File: config.mk
export PLATFORM = sky130hd
export DESIGN_NAME = coin_change_dispenser_flat
export DESIGN_NICKNAME = d
export VERILOG_FILES = /design/src/rtl/vending_pkg.sv /design/src/rtl/coin_change_dispenser_if.sv /design/src/rtl/coin_pulse_timer.sv /design/src/rtl/coin_change_dispenser.sv /design/src/flat_wrapper.sv
export SDC_FILE = /design/constraint.sdc
export NUM_CORES = 1
export LEC_CHECK = 0
export ABC_AREA = 1
export BUFFER_PORTS_ARGS = -buffer_cell sky130_fd_sc_hd__buf_2
export CAP_MARGIN = 40
export CORE_ASPECT_RATIO = 0.75
export CORE_MARGIN = 2
export CORE_UTILIZATION = 45
export DETAILED_ROUTE_END_ITERATION = 7
export GPL_ROUTABILITY_DRIVEN = 1
export GPL_TIMING_DRIVEN = 0
export PLACE_DENSITY_LB_ADDON = 0.2
export SLEW_MARGIN = 20
export SYNTH_ARGS = -nofsm -noshare
export SYNTH_HDL_FRONTEND = slang
export SYNTH_SLANG_ARGS = --single-unit
File: constraint.sdc
create_clock -name clock -period 3.15 [get_ports clock]
set_clock_uncertainty 0.05 [all_clocks]
set_input_delay 0.315 -clock clock [delete_from_list [all_inputs] [get_ports clock]]
set_output_delay 0.315 -clock clock [all_outputs]
set_load 0.03 [all_outputs]
File: src/rtl/vending_pkg.sv
// Shared definitions for the coin change dispenser: FSM state encoding and coin values.
package vending_pkg;

  // Dispenser FSM states
  typedef enum logic [2:0] {
    ST_IDLE   = 3'd0,
    ST_SELECT = 3'd1,
    ST_PULSE  = 3'd2,
    ST_GAP    = 3'd3,
    ST_DONE   = 3'd4
  } state_t;

  localparam int unsigned COIN_TEN  = 10;
  localparam int unsigned COIN_FIVE = 5;

endpackage

File: src/rtl/coin_change_dispenser_if.sv
// Request/result bus between a change requester and the coin change dispenser.
//   master: drives req_valid/req_amount, observes req_ready/done/short/remaining
//   slave : the dispenser side
interface coin_change_dispenser_if #(
  parameter int unsigned AMT_W = 7
);
  logic             req_valid;
  logic             req_ready;
  logic [AMT_W-1:0] req_amount;
  logic             done;
  logic             short;
  logic [AMT_W-1:0] remaining;

  modport master (output req_valid, req_amount, input req_ready, done, short, remaining);
  modport slave  (input req_valid, req_amount, output req_ready, done, short, remaining);
endinterface

File: src/rtl/coin_pulse_timer.sv
// Loadable down-counter that times both the coin pulse and the gap after it.
//   clock, reset_n : clock, async active-low reset
//   load           : restart the count with value (value = cycles - 1)
//   value          : reload value
//   expire         : registered, high in the last cycle of the loaded interval
module coin_pulse_timer #(
  parameter int unsigned CNT_W = 3
) (
  input  logic             clock,
  input  logic             reset_n,
  input  logic             load,
  input  logic [CNT_W-1:0] value,
  output logic             expire
);

  logic [CNT_W-1:0] r_cnt;
  logic             r_expire;

  // Count down to zero; expire is flagged one cycle ahead so it lines up with the last cycle
  always_ff @(posedge clock or negedge reset_n) begin
    if (!reset_n) begin
      r_cnt    <= '0;
      r_expire <= 1'b0;
    end else if (load) begin
      r_cnt    <= value;
      r_expire <= (value == '0);
    end else if (r_cnt != '0) begin
      r_cnt    <= r_cnt - CNT_W'(1);
      r_expire <= (r_cnt == CNT_W'(1));
    end
  end

  assign expire = r_expire;

endmodule

File: src/rtl/coin_change_dispenser.sv
// Coin change dispenser: accepts a rupee amount, pays it greedily in ten/five coins as paced
// ejector pulses, tracks hopper stock and reports any unpaid remainder.
//   clock, reset_n               : clock, async active-low reset
//   bus (slave)                  : req_valid/req_ready/req_amount in, done/short/remaining out
//   refill_ten, refill_five      : one coin added to the respective hopper this cycle
//   abort                        : only with CHANGE_DISPENSER_ABORT_EN defined; stop after current coin
//   rupee_ten_out, rupee_five_out: ejector drives
//   ten_stock, five_stock        : current hopper counts
module coin_change_dispenser
  import vending_pkg::*;
#(
  parameter int unsigned AMT_W     = 7,
  parameter int unsigned STOCK_W   = 5,
  parameter int unsigned TEN_INIT  = 8,
  parameter int unsigned FIVE_INIT = 8,
  parameter int unsigned PULSE_CYC = 4,
  parameter int unsigned GAP_CYC   = 4
) (
  input  logic               clock,
  input  logic               reset_n,
  coin_change_dispenser_if.slave bus,
  input  logic               refill_ten,
  input  logic               refill_five,
`ifdef CHANGE_DISPENSER_ABORT_EN
  input  logic               abort,
`endif
  output logic               rupee_ten_out,
  output logic               rupee_five_out,
  output logic [STOCK_W-1:0] ten_stock,
  output logic [STOCK_W-1:0] five_stock
);

  localparam int unsigned TMR_MAX = (PULSE_CYC > GAP_CYC) ? PULSE_CYC : GAP_CYC;
  localparam int unsigned TMR_W   = $clog2(TMR_MAX + 1);

  state_t             r_state, w_state_nxt;
  logic [AMT_W-1:0]   r_rem;
  logic               r_sel_ten;
  logic               r_ready, r_done, r_short, r_ten_out, r_five_out;
  logic [AMT_W-1:0]   r_remaining;
  logic [STOCK_W-1:0] r_ten_stock, r_five_stock;

  logic             w_accept, w_can_ten, w_can_five, w_expire, w_abort;
  logic             w_sel_ten_nxt, w_ten_out_nxt, w_five_out_nxt;
  logic             w_tmr_load, w_dec_ten, w_dec_five, w_pick;
  logic [TMR_W-1:0] w_tmr_value;

  assign w_accept   = bus.req_valid && r_ready;
  assign w_can_ten  = (r_rem >= AMT_W'(COIN_TEN))  && (r_ten_stock  != '0);
  assign w_can_five = (r_rem >= AMT_W'(COIN_FIVE)) && (r_five_stock != '0);

`ifdef CHANGE_DISPENSER_ABORT_EN
  logic r_abort;

  // Remember an abort seen mid-coin so the dispense ends after the current gap
  always_ff @(posedge clock or negedge reset_n) begin
    if (!reset_n)                                                  r_abort <= 1'b0;
    else if (w_accept)                                             r_abort <= 1'b0;
    else if (abort && (r_state == ST_PULSE || r_state == ST_GAP))  r_abort <= 1'b1;
  end

  assign w_abort = abort || r_abort;
`else
  assign w_abort = 1'b0;
`endif

  coin_pulse_timer #(.CNT_W(TMR_W)) u_timer (
    .clock   (clock),
    .reset_n (reset_n),
    .load    (w_tmr_load),
    .value   (w_tmr_value),
    .expire  (w_expire)
  );

  // State register
  always_ff @(posedge clock or negedge reset_n) begin
    if (!reset_n) r_state <= ST_IDLE;
    else          r_state <= w_state_nxt;
  end

  // Next-state logic
  always_comb begin
    w_state_nxt = r_state;
    case (r_state)
      ST_IDLE:   if (w_accept) w_state_nxt = ST_SELECT;
      ST_SELECT: begin
        if (w_abort)                      w_state_nxt = ST_DONE;
        else if (w_can_ten || w_can_five) w_state_nxt = ST_PULSE;
        else                              w_state_nxt = ST_DONE;
      end
      ST_PULSE:  if (w_expire) w_state_nxt = ST_GAP;
      ST_GAP:    if (w_expire) w_state_nxt = w_abort ? ST_DONE : ST_SELECT;
      ST_DONE:   w_state_nxt = ST_IDLE;
      default:   w_state_nxt = ST_IDLE;
    endcase
  end

  // Output/datapath decode: next values of the registered outputs, timer and stock controls
  always_comb begin
    w_sel_ten_nxt  = r_sel_ten;
    w_pick         = 1'b0;
    w_tmr_load     = 1'b0;
    w_tmr_value    = TMR_W'(PULSE_CYC - 1);
    if (r_state == ST_SELECT) begin
      w_sel_ten_nxt = w_can_ten;
      w_pick        = (w_state_nxt == ST_PULSE);
      w_tmr_load    = w_pick;
    end else if (r_state == ST_PULSE && w_expire) begin
      w_tmr_load  = 1'b1;
      w_tmr_value = TMR_W'(GAP_CYC - 1);
    end
    w_dec_ten      = w_pick && w_sel_ten_nxt;
    w_dec_five     = w_pick && !w_sel_ten_nxt;
    w_ten_out_nxt  = (w_state_nxt == ST_PULSE) && w_sel_ten_nxt;
    w_five_out_nxt = (w_state_nxt == ST_PULSE) && !w_sel_ten_nxt;
  end

  // Saturating hopper update; a simultaneous refill and payout cancel out
  function automatic logic [STOCK_W-1:0] stock_nxt(input logic [STOCK_W-1:0] s,
                                                   input logic inc, input logic dec);
    logic [STOCK_W-1:0] n;
    n = s;
    if (inc && !dec && (s != '1)) n = s + STOCK_W'(1);
    else if (dec && !inc)         n = s - STOCK_W'(1);
    return n;
  endfunction

  // Registered outputs, remainder and stock counters
  always_ff @(posedge clock or negedge reset_n) begin
    if (!reset_n) begin
      r_rem        <= '0;
      r_sel_ten    <= 1'b0;
      r_ready      <= 1'b1;
      r_done       <= 1'b0;
      r_short      <= 1'b0;
      r_remaining  <= '0;
      r_ten_out    <= 1'b0;
      r_five_out   <= 1'b0;
      r_ten_stock  <= STOCK_W'(TEN_INIT);
      r_five_stock <= STOCK_W'(FIVE_INIT);
    end else begin
      r_sel_ten    <= w_sel_ten_nxt;
      r_ready      <= (w_state_nxt == ST_IDLE);
      r_done       <= (w_state_nxt == ST_DONE);
      r_ten_out    <= w_ten_out_nxt;
      r_five_out   <= w_five_out_nxt;
      r_ten_stock  <= stock_nxt(r_ten_stock, refill_ten, w_dec_ten);
      r_five_stock <= stock_nxt(r_five_stock, refill_five, w_dec_five);
      if (w_accept) begin
        r_rem       <= bus.req_amount;
        r_short     <= 1'b0;
        r_remaining <= '0;
      end else if (w_pick) begin
        r_rem <= r_rem - (w_sel_ten_nxt ? AMT_W'(COIN_TEN) : AMT_W'(COIN_FIVE));
      end
      if (w_state_nxt == ST_DONE && r_state != ST_DONE) begin
        r_remaining <= r_rem;
        r_short     <= (r_rem != '0);
      end
    end
  end

  assign bus.req_ready  = r_ready;
  assign bus.done       = r_done;
  assign bus.short      = r_short;
  assign bus.remaining  = r_remaining;
  assign rupee_ten_out  = r_ten_out;
  assign rupee_five_out = r_five_out;
  assign ten_stock      = r_ten_stock;
  assign five_stock     = r_five_stock;

endmodule
File: src/flat_wrapper.sv
// flat-port wrapper written by rule: the top's interface ports become plain ports
module coin_change_dispenser_flat import vending_pkg::*;
#(
  parameter int unsigned AMT_W     = 7,
  parameter int unsigned STOCK_W   = 5,
  parameter int unsigned TEN_INIT  = 8,
  parameter int unsigned FIVE_INIT = 8,
  parameter int unsigned PULSE_CYC = 4,
  parameter int unsigned GAP_CYC   = 4
)
  (clock, reset_n, refill_ten, refill_five, rupee_ten_out, rupee_five_out, ten_stock, five_stock, bus_req_valid, bus_req_amount, bus_req_ready, bus_done, bus_short, bus_remaining);
  coin_change_dispenser_if #(.AMT_W(AMT_W)) bus_i ();
  input  logic clock;
  input  logic reset_n;
  input  logic refill_ten;
  input  logic refill_five;
  output logic rupee_ten_out;
  output logic rupee_five_out;
  output logic [STOCK_W-1:0] ten_stock;
  output logic [STOCK_W-1:0] five_stock;
  input wire logic [$bits(bus_i.req_valid)-1:0] bus_req_valid;
  input wire logic [$bits(bus_i.req_amount)-1:0] bus_req_amount;
  output wire logic [$bits(bus_i.req_ready)-1:0] bus_req_ready;
  output wire logic [$bits(bus_i.done)-1:0] bus_done;
  output wire logic [$bits(bus_i.short)-1:0] bus_short;
  output wire logic [$bits(bus_i.remaining)-1:0] bus_remaining;
  assign bus_i.req_valid = bus_req_valid;
  assign bus_i.req_amount = bus_req_amount;
  assign bus_req_ready = bus_i.req_ready;
  assign bus_done = bus_i.done;
  assign bus_short = bus_i.short;
  assign bus_remaining = bus_i.remaining;
  coin_change_dispenser #(.AMT_W(AMT_W), .STOCK_W(STOCK_W), .TEN_INIT(TEN_INIT), .FIVE_INIT(FIVE_INIT), .PULSE_CYC(PULSE_CYC), .GAP_CYC(GAP_CYC)) u_core (.clock(clock), .reset_n(reset_n), .bus(bus_i), .refill_ten(refill_ten), .refill_five(refill_five), .rupee_ten_out(rupee_ten_out), .rupee_five_out(rupee_five_out), .ten_stock(ten_stock), .five_stock(five_stock));
endmodule
== Word-level counts from Yosys, hierarchy flattened ==
Cells that the tools add are included.
Word-level totals
  bits in registers: 37
  latch bits: 0
  bits in writable memories: 0
  bits in read-only memories: 0
  input port bits: 12
  output and inout bits: 22
  memories kept: 0
Operators by class
  add/sub/neg operators: 6
  multiply operators: 0
  div/mod/pow operators: 0
  magnitude comparators: 2
  eq/ne operators: 9
  shifts and indexed selects: 0
  muxes and demuxes: 24
  bitwise gates (word level): 0
  reduce and logical (&&, ||, !) cells: 32
Operators with widths (count)
  $mux 7: 4
  $mux 5: 4
  $mux 3: 6
  $logic_and 1x1->1: 15
  $pmux 3 s4: 1
  $add 5x1->5 const B: 2
  $ne 5x5->1 const B: 2
  $reduce_bool 2->1: 5
  $reduce_bool 5->1: 2
  $sub 5x1->5 const B: 2
  $eq 3x2->1 const B: 3
  $mux 1: 8
  $ge 7x3->1 const B: 1
  $ge 7x4->1 const B: 1
  $reduce_bool 7->1: 1
  $sub 7x7->7: 1
  $eq 3x1->1 const B: 2
  $logic_not 3->1: 2
  $logic_not 1->1: 5
  $mux 4: 1
  $eq 3x3->1 const B: 1
  $ne 3x3->1 const B: 1
  $reduce_bool 3->1: 1
  $sub 3x1->3 const B: 1
  $logic_or 1x1->1: 1

== Depth between registers and ports, before layout ==
  depth in word-level cells: 12
  gate-level depth with buffers: 18
  depth with buffers taken out: 18

== Modules after synthesis ==
A second synthesis with hierarchy kept.
Unflattened totals
  cells, all modules: 271
  area, all modules: 2287.2 sq um
Modules (own cells, without submodules)
  coin_change_dispenser: times used 1, cells each 237, area an instance 2020.7 sq um, seq. area each 829.5 sq um
  coin_pulse_timer: times used 1, cells each 34, area an instance 266.5 sq um, seq. area each 100.1 sq um

== Worst setup path after synthesis ==
OpenSTA, ideal clock, no wires.
  path kind: flip-flop to flip-flop
  from: register u_core.r_ten_stock[1] (netlist: u_core.ten_stock[1])
  to: register u_core.r_rem[6]
  data arrival time: 2.481 ns
  setup slack: 0.494 ns
  stages on the path, launching flop included: 17
  clock period less this slack: 2.656 ns
  path through: dfrtp_1 > nor2_1 > nand3_1 > nand3_2 > inv_2 > nor2_8 > ha_1 > inv_1 > fa_1 > nand2_1 > inv_1 > o21ai_0 > nand3_1 > nand2_1 > nand3_1 > o211ai_1 > o21ai_2
Between the ends
  word-level cells in the longest chain between the ends: 8
RTL lines
  start, declared: RTL line coin_change_dispenser.sv:41  | logic [STOCK_W-1:0] r_ten_stock, r_five_stock;
  start signal, assigned: RTL line coin_change_dispenser.sv:139  | r_ten_stock <= STOCK_W'(TEN_INIT);
  start signal, assigned: RTL line coin_change_dispenser.sv:147  | r_ten_stock <= stock_nxt(r_ten_stock, refill_ten, w_dec_ten);
  $reduce_bool 5->1 (*): RTL line coin_change_dispenser.sv:49  | assign w_can_ten = (r_rem >= AMT_W'(COIN_TEN)) && (r_ten_stock != '0);
  $logic_and 1x1->1 (*): RTL line coin_change_dispenser.sv:49
  parallel branches: the longest is 6 deep, another holds $sub 7x7->7
  end signal, assigned: RTL line coin_change_dispenser.sv:150  | r_rem <= bus.req_amount;
  end signal, assigned: RTL line coin_change_dispenser.sv:154  | r_rem <= r_rem - (w_sel_ten_nxt ? AMT_W'(COIN_TEN) : AMT_W'(COIN_FIVE));
  end, declared: RTL line coin_change_dispenser.sv:37  | logic [AMT_W-1:0] r_rem;
Mark *: on every way between the ends. The select of a mux whose other input is x is not followed.
A chain may end at the register's enable or synchronous reset.

== Final worst setup path ==
  from: register u_core.r_rem[1]
  to: register u_core.r_rem[6]
Between the ends
  word-level cells in the longest chain between the ends: 8
RTL lines
  parallel branches: the longest is 8 deep, another holds $ge 7x4->1
Parallel ways; which one is timed is not known. The select of a mux whose other input is x is not followed.

==> flow_summary.ini <==
[power]
swShare = 0.485
switching_power_w = 0.00165
internal_power_w = 0.00176
pwr_density_cell_mw_per_mm2 = 1230
leakage_nw = 1.42
seqPwrFrac = 0.269
power.total_w = 0.00341
clkPwrFrac = 0.144
comb_power_share = 0.587
max-vdd-ir-drop_mv = 0.511

[clock_network]
root_buffer = clkbuf_8
cts_tree = done
clockBufferDepth = 2
cts.sinks = 37
post_cts_buffers = 0
clk_pin_slew_ns = 0.08
worstSkewPairLatency_ns = 0.29
cts_buffers = 5
h-tree-depth = 2

[place]
port_buffers = 33
place.gp.congestion = 0.825
dp_hpwl_mm = 3.61

[setup_path]
start_kind = register
worst_setup_path_end_kind = register
required_ns = 3.28
arrival_ns = 2.93
critPathSlowestCell = dfrtp_1
path_class = reg2reg
reg2reg_to = u_core.r_rem[6]$_DFFE_PN0P_
r2r_start = u_core.r_rem[1]$_DFFE_PN0P_
slowest_delay_ns = 0.49
rr_worst_depth = 16
crit_family = compound AO/OA/AOI/OAI gates
path_buf_inv = 3
worstPathMaxFanout = 7
crit_chain = o21ai_0 > nand2_2 > nand3_2 > inv_2 > nor2_8 > ha_1 > inv_1 > fa_1 > nand2_1 > inv_1 > o21ai_1 > nand3_1 > nand2_1 > nand3_1 > o211ai_1 > o21ai_2
rrSetupSlack_ns = 0.34

[detailed_routing]
wl_per_cell_um = 12.2
vias = 1866
met1_length_mm = 2.41
drc = 0
drtIter0Drc = 78
vias_per_cell = 4.91
met2_length_mm = 1.98
drt_first_pass_iters = 4
ant_nets = 0
wl_mm = 4.63
top_layer = met4
wl_met3_um = 196

[logic_synthesis]
ys_ff_latch = 37
synthArstFlopShare = 1.00
synth.distinct_cells = 37
syn_nets = 294
syn_area_mm2 = 0.00236
ys_warn_count = 0
synthTopCellsByArea = dfrtp_1, ha_1, nand2_1
ys_seq_area_frac = 0.394
ys.flop_type = dfrtp_1
synth_edf_count = 0
yosysTopAreaCellShare = 0.361
synth_cells = 265
avgSynthCellArea_um2 = 8.90
yosysTopAreaCell = dfrtp_1

[global_routing]
gr-usage-all-layers = 0.180
grt_overflow = 0
grt_max_degree = 30
grt_pass1_vias = 1751
grt_pass1_wl_mm = 8.09
grt_antenna_before_repair = 0

[sta]
period_share = 0.891
hold_violations = 0
finalMaxSlewViolations = 0
rsz0062_at_grt = no
period_needed_ns = 2.81
max_freq_mhz = 356
tightest_slew_ns = 0.609
setup_violations = 0
finalSetupTns_ns = 0
relSlewSlack = 0.594

[worst_hold_path]
min_path_type = in2reg
holdPathEnd = u_core.r_rem[3]$_DFFE_PN0P_
hold_start = bus_req_amount[3]
holdPathStages = 3

[floorplan]
start_util = 0.474
pin_count = 34
rows = 22
die_x_um = 87.6
core_area_mm2 = 0.00498
die_h_um = 66.7
die-area_mm2 = 0.00585

[cells_and_area]
fin_util = 0.558
area_growth_pct = 17.8
num-nets-final = 336
post_route_cells_drive_above_1_share = 0.312
n_antenna_cell = 0

[run_status]
status = complete, no violations

[job]
cap_viol_max_count = 0
-- timing repair --
| action | in CTS | in global routing |
|---|---|---|
| endpoints found under the setup margin | 0 | 2 |
| hold endpoints to repair | 7 | 0 |
| hold buffers | 1 | 0 |
| resized for setup | 0 | 1 |
-- Yosys cell counts, drive strengths merged (2+ instances only) --
cell type	number
nand2	53
a21oi	6
nand3	30
or2	2
o21ai	22
a31oi	4
dfrtp	34
buf	4
inv	39
nor3	4
a211oi	3
dfstp	3
xor2	4
fa	3
ha	14
xnor2	2
nand4	2
nor2	28
o211ai	6
-- final cells by class --
| cell class | instances | area, um^2 |
|---|---|---|
| Sequential cell | 37 | 930 |
| Fill cell | 465 | 2200 |
| Clock buffer | 5 | 68.8 |
| Tap cell | 72 | 90.1 |
| Inverter | 39 | 146 |
| Buffer | 4 | 30.0 |
| Multi-Input combinational cell | 185 | 1250 |
| Timing Repair Buffer | 35 | 195 |
| Clock inverter | 3 | 65.1 |
-- registers in the layout, indices dropped and copies added (netlist names) --
name                   cells
u_core.ten_stock           5
u_core.bus.remaining       7
u_core.bus.done            1
u_core.r_rem               7
u_core.r_sel_ten           1
u_core.u_timer.r_cnt       3
u_core.bus.req_ready       1
u_core.u_timer.expire      1
u_core.rupee_five_out      1
u_core.bus.short           1
u_core.rupee_ten_out       1
u_core.r_state             3
u_core.five_stock          5
-- placed cells by master (no fill, tap or decap), types with 2 or more instances in the layout --
cell and n:
clkbuf_8 5, xnor2_1 2, nand4_1 2, nand2_1 43, dfrtp_1 34, fa_1 3, dfstp_2 3, o21ai_0 7
o211ai_1 2, xor2_1 4, buf_6 2, a211oi_1 3, o21ai_1 4, inv_1 33, a21oi_1 5, nand3_1 22
nand3_2 7, nor2_1 23, ha_1 14, nor3_1 4, buf_2 33, o211ai_2 4, nand2_4 4, o21ai_2 10
buf_1 2, a31oi_2 3, inv_2 6, nor2_2 3, bufinv_16 2, nand2_2 6
-- per-stage QoR --
stage	hold slack, ns	setup WS [ns]	instance area [um^2]	std cells
2_1_floorplan	-0.0306	0.494	2360	265
3_5_place_dp	0.136	0.222	2640	371
4_1_cts	0.222	0.191	2780	380
5_1_grt	0.236	0.0202	2780	380
6_report	0.232	0.343	2780	380
3_3_place_gp	0.420	0.261	2620	370
-- logic make-up after synthesis --
group / synth area share
flops: 0.394
fa+ha+maj: 0.0997
compound gates: 0.144
buf+inv: 0.0748
xor+xnor: 0.0223
simple gates: 0.265
-- worst max-delay path by stage --
| stage | from | endpoint | slack (ns) | cells past startpoint |
|---|---|---|---|---|
| floorplan | u_core.ten_stock[1]$_DFFE_PN0P_ | u_core.r_rem[6]$_DFFE_PN0P_ | 0.49 | 16 |
| global placement | u_core.r_rem[1]$_DFFE_PN0P_ | u_core.r_rem[6]$_DFFE_PN0P_ | 0.26 | 16 |
| detailed placement | u_core.r_rem[1]$_DFFE_PN0P_ | u_core.r_rem[6]$_DFFE_PN0P_ | 0.22 | 16 |
| CTS | u_core.r_rem[1]$_DFFE_PN0P_ | u_core.r_rem[6]$_DFFE_PN0P_ | 0.19 | 16 |
| global route | u_core.r_rem[1]$_DFFE_PN0P_ | u_core.r_rem[6]$_DFFE_PN0P_ | 0.02 | 16 |
| finish | u_core.r_rem[1]$_DFFE_PN0P_ | u_core.r_rem[6]$_DFFE_PN0P_ | 0.34 | 16 |
-- worst min-delay path: stages --
cell and delay [ns]:
buf_2 0.09, o211ai_2 0.09, o21ai_2 0.05
-- per-layer routing --
metal	vias to the layer above	GRT usage
met3	4	0.0434
met4	0	0.0442
met2	36	0.278
met5	-	0
met1	864	0.254
li1	962	-
-- power by group through the flow --
stage	logic, W	clock network (W)	registers, W
2_1_floorplan	0.00135	0	0.00114
3_3_place_gp	0.00196	0	0.000922
3_5_place_dp	0.00200	0	0.000926
4_1_cts	0.00201	0.000506	0.000919
5_1_grt	0.00227	0.000523	0.000954
6_report	0.00200	0.000492	0.000916
(Power assumes the default switching activity.)
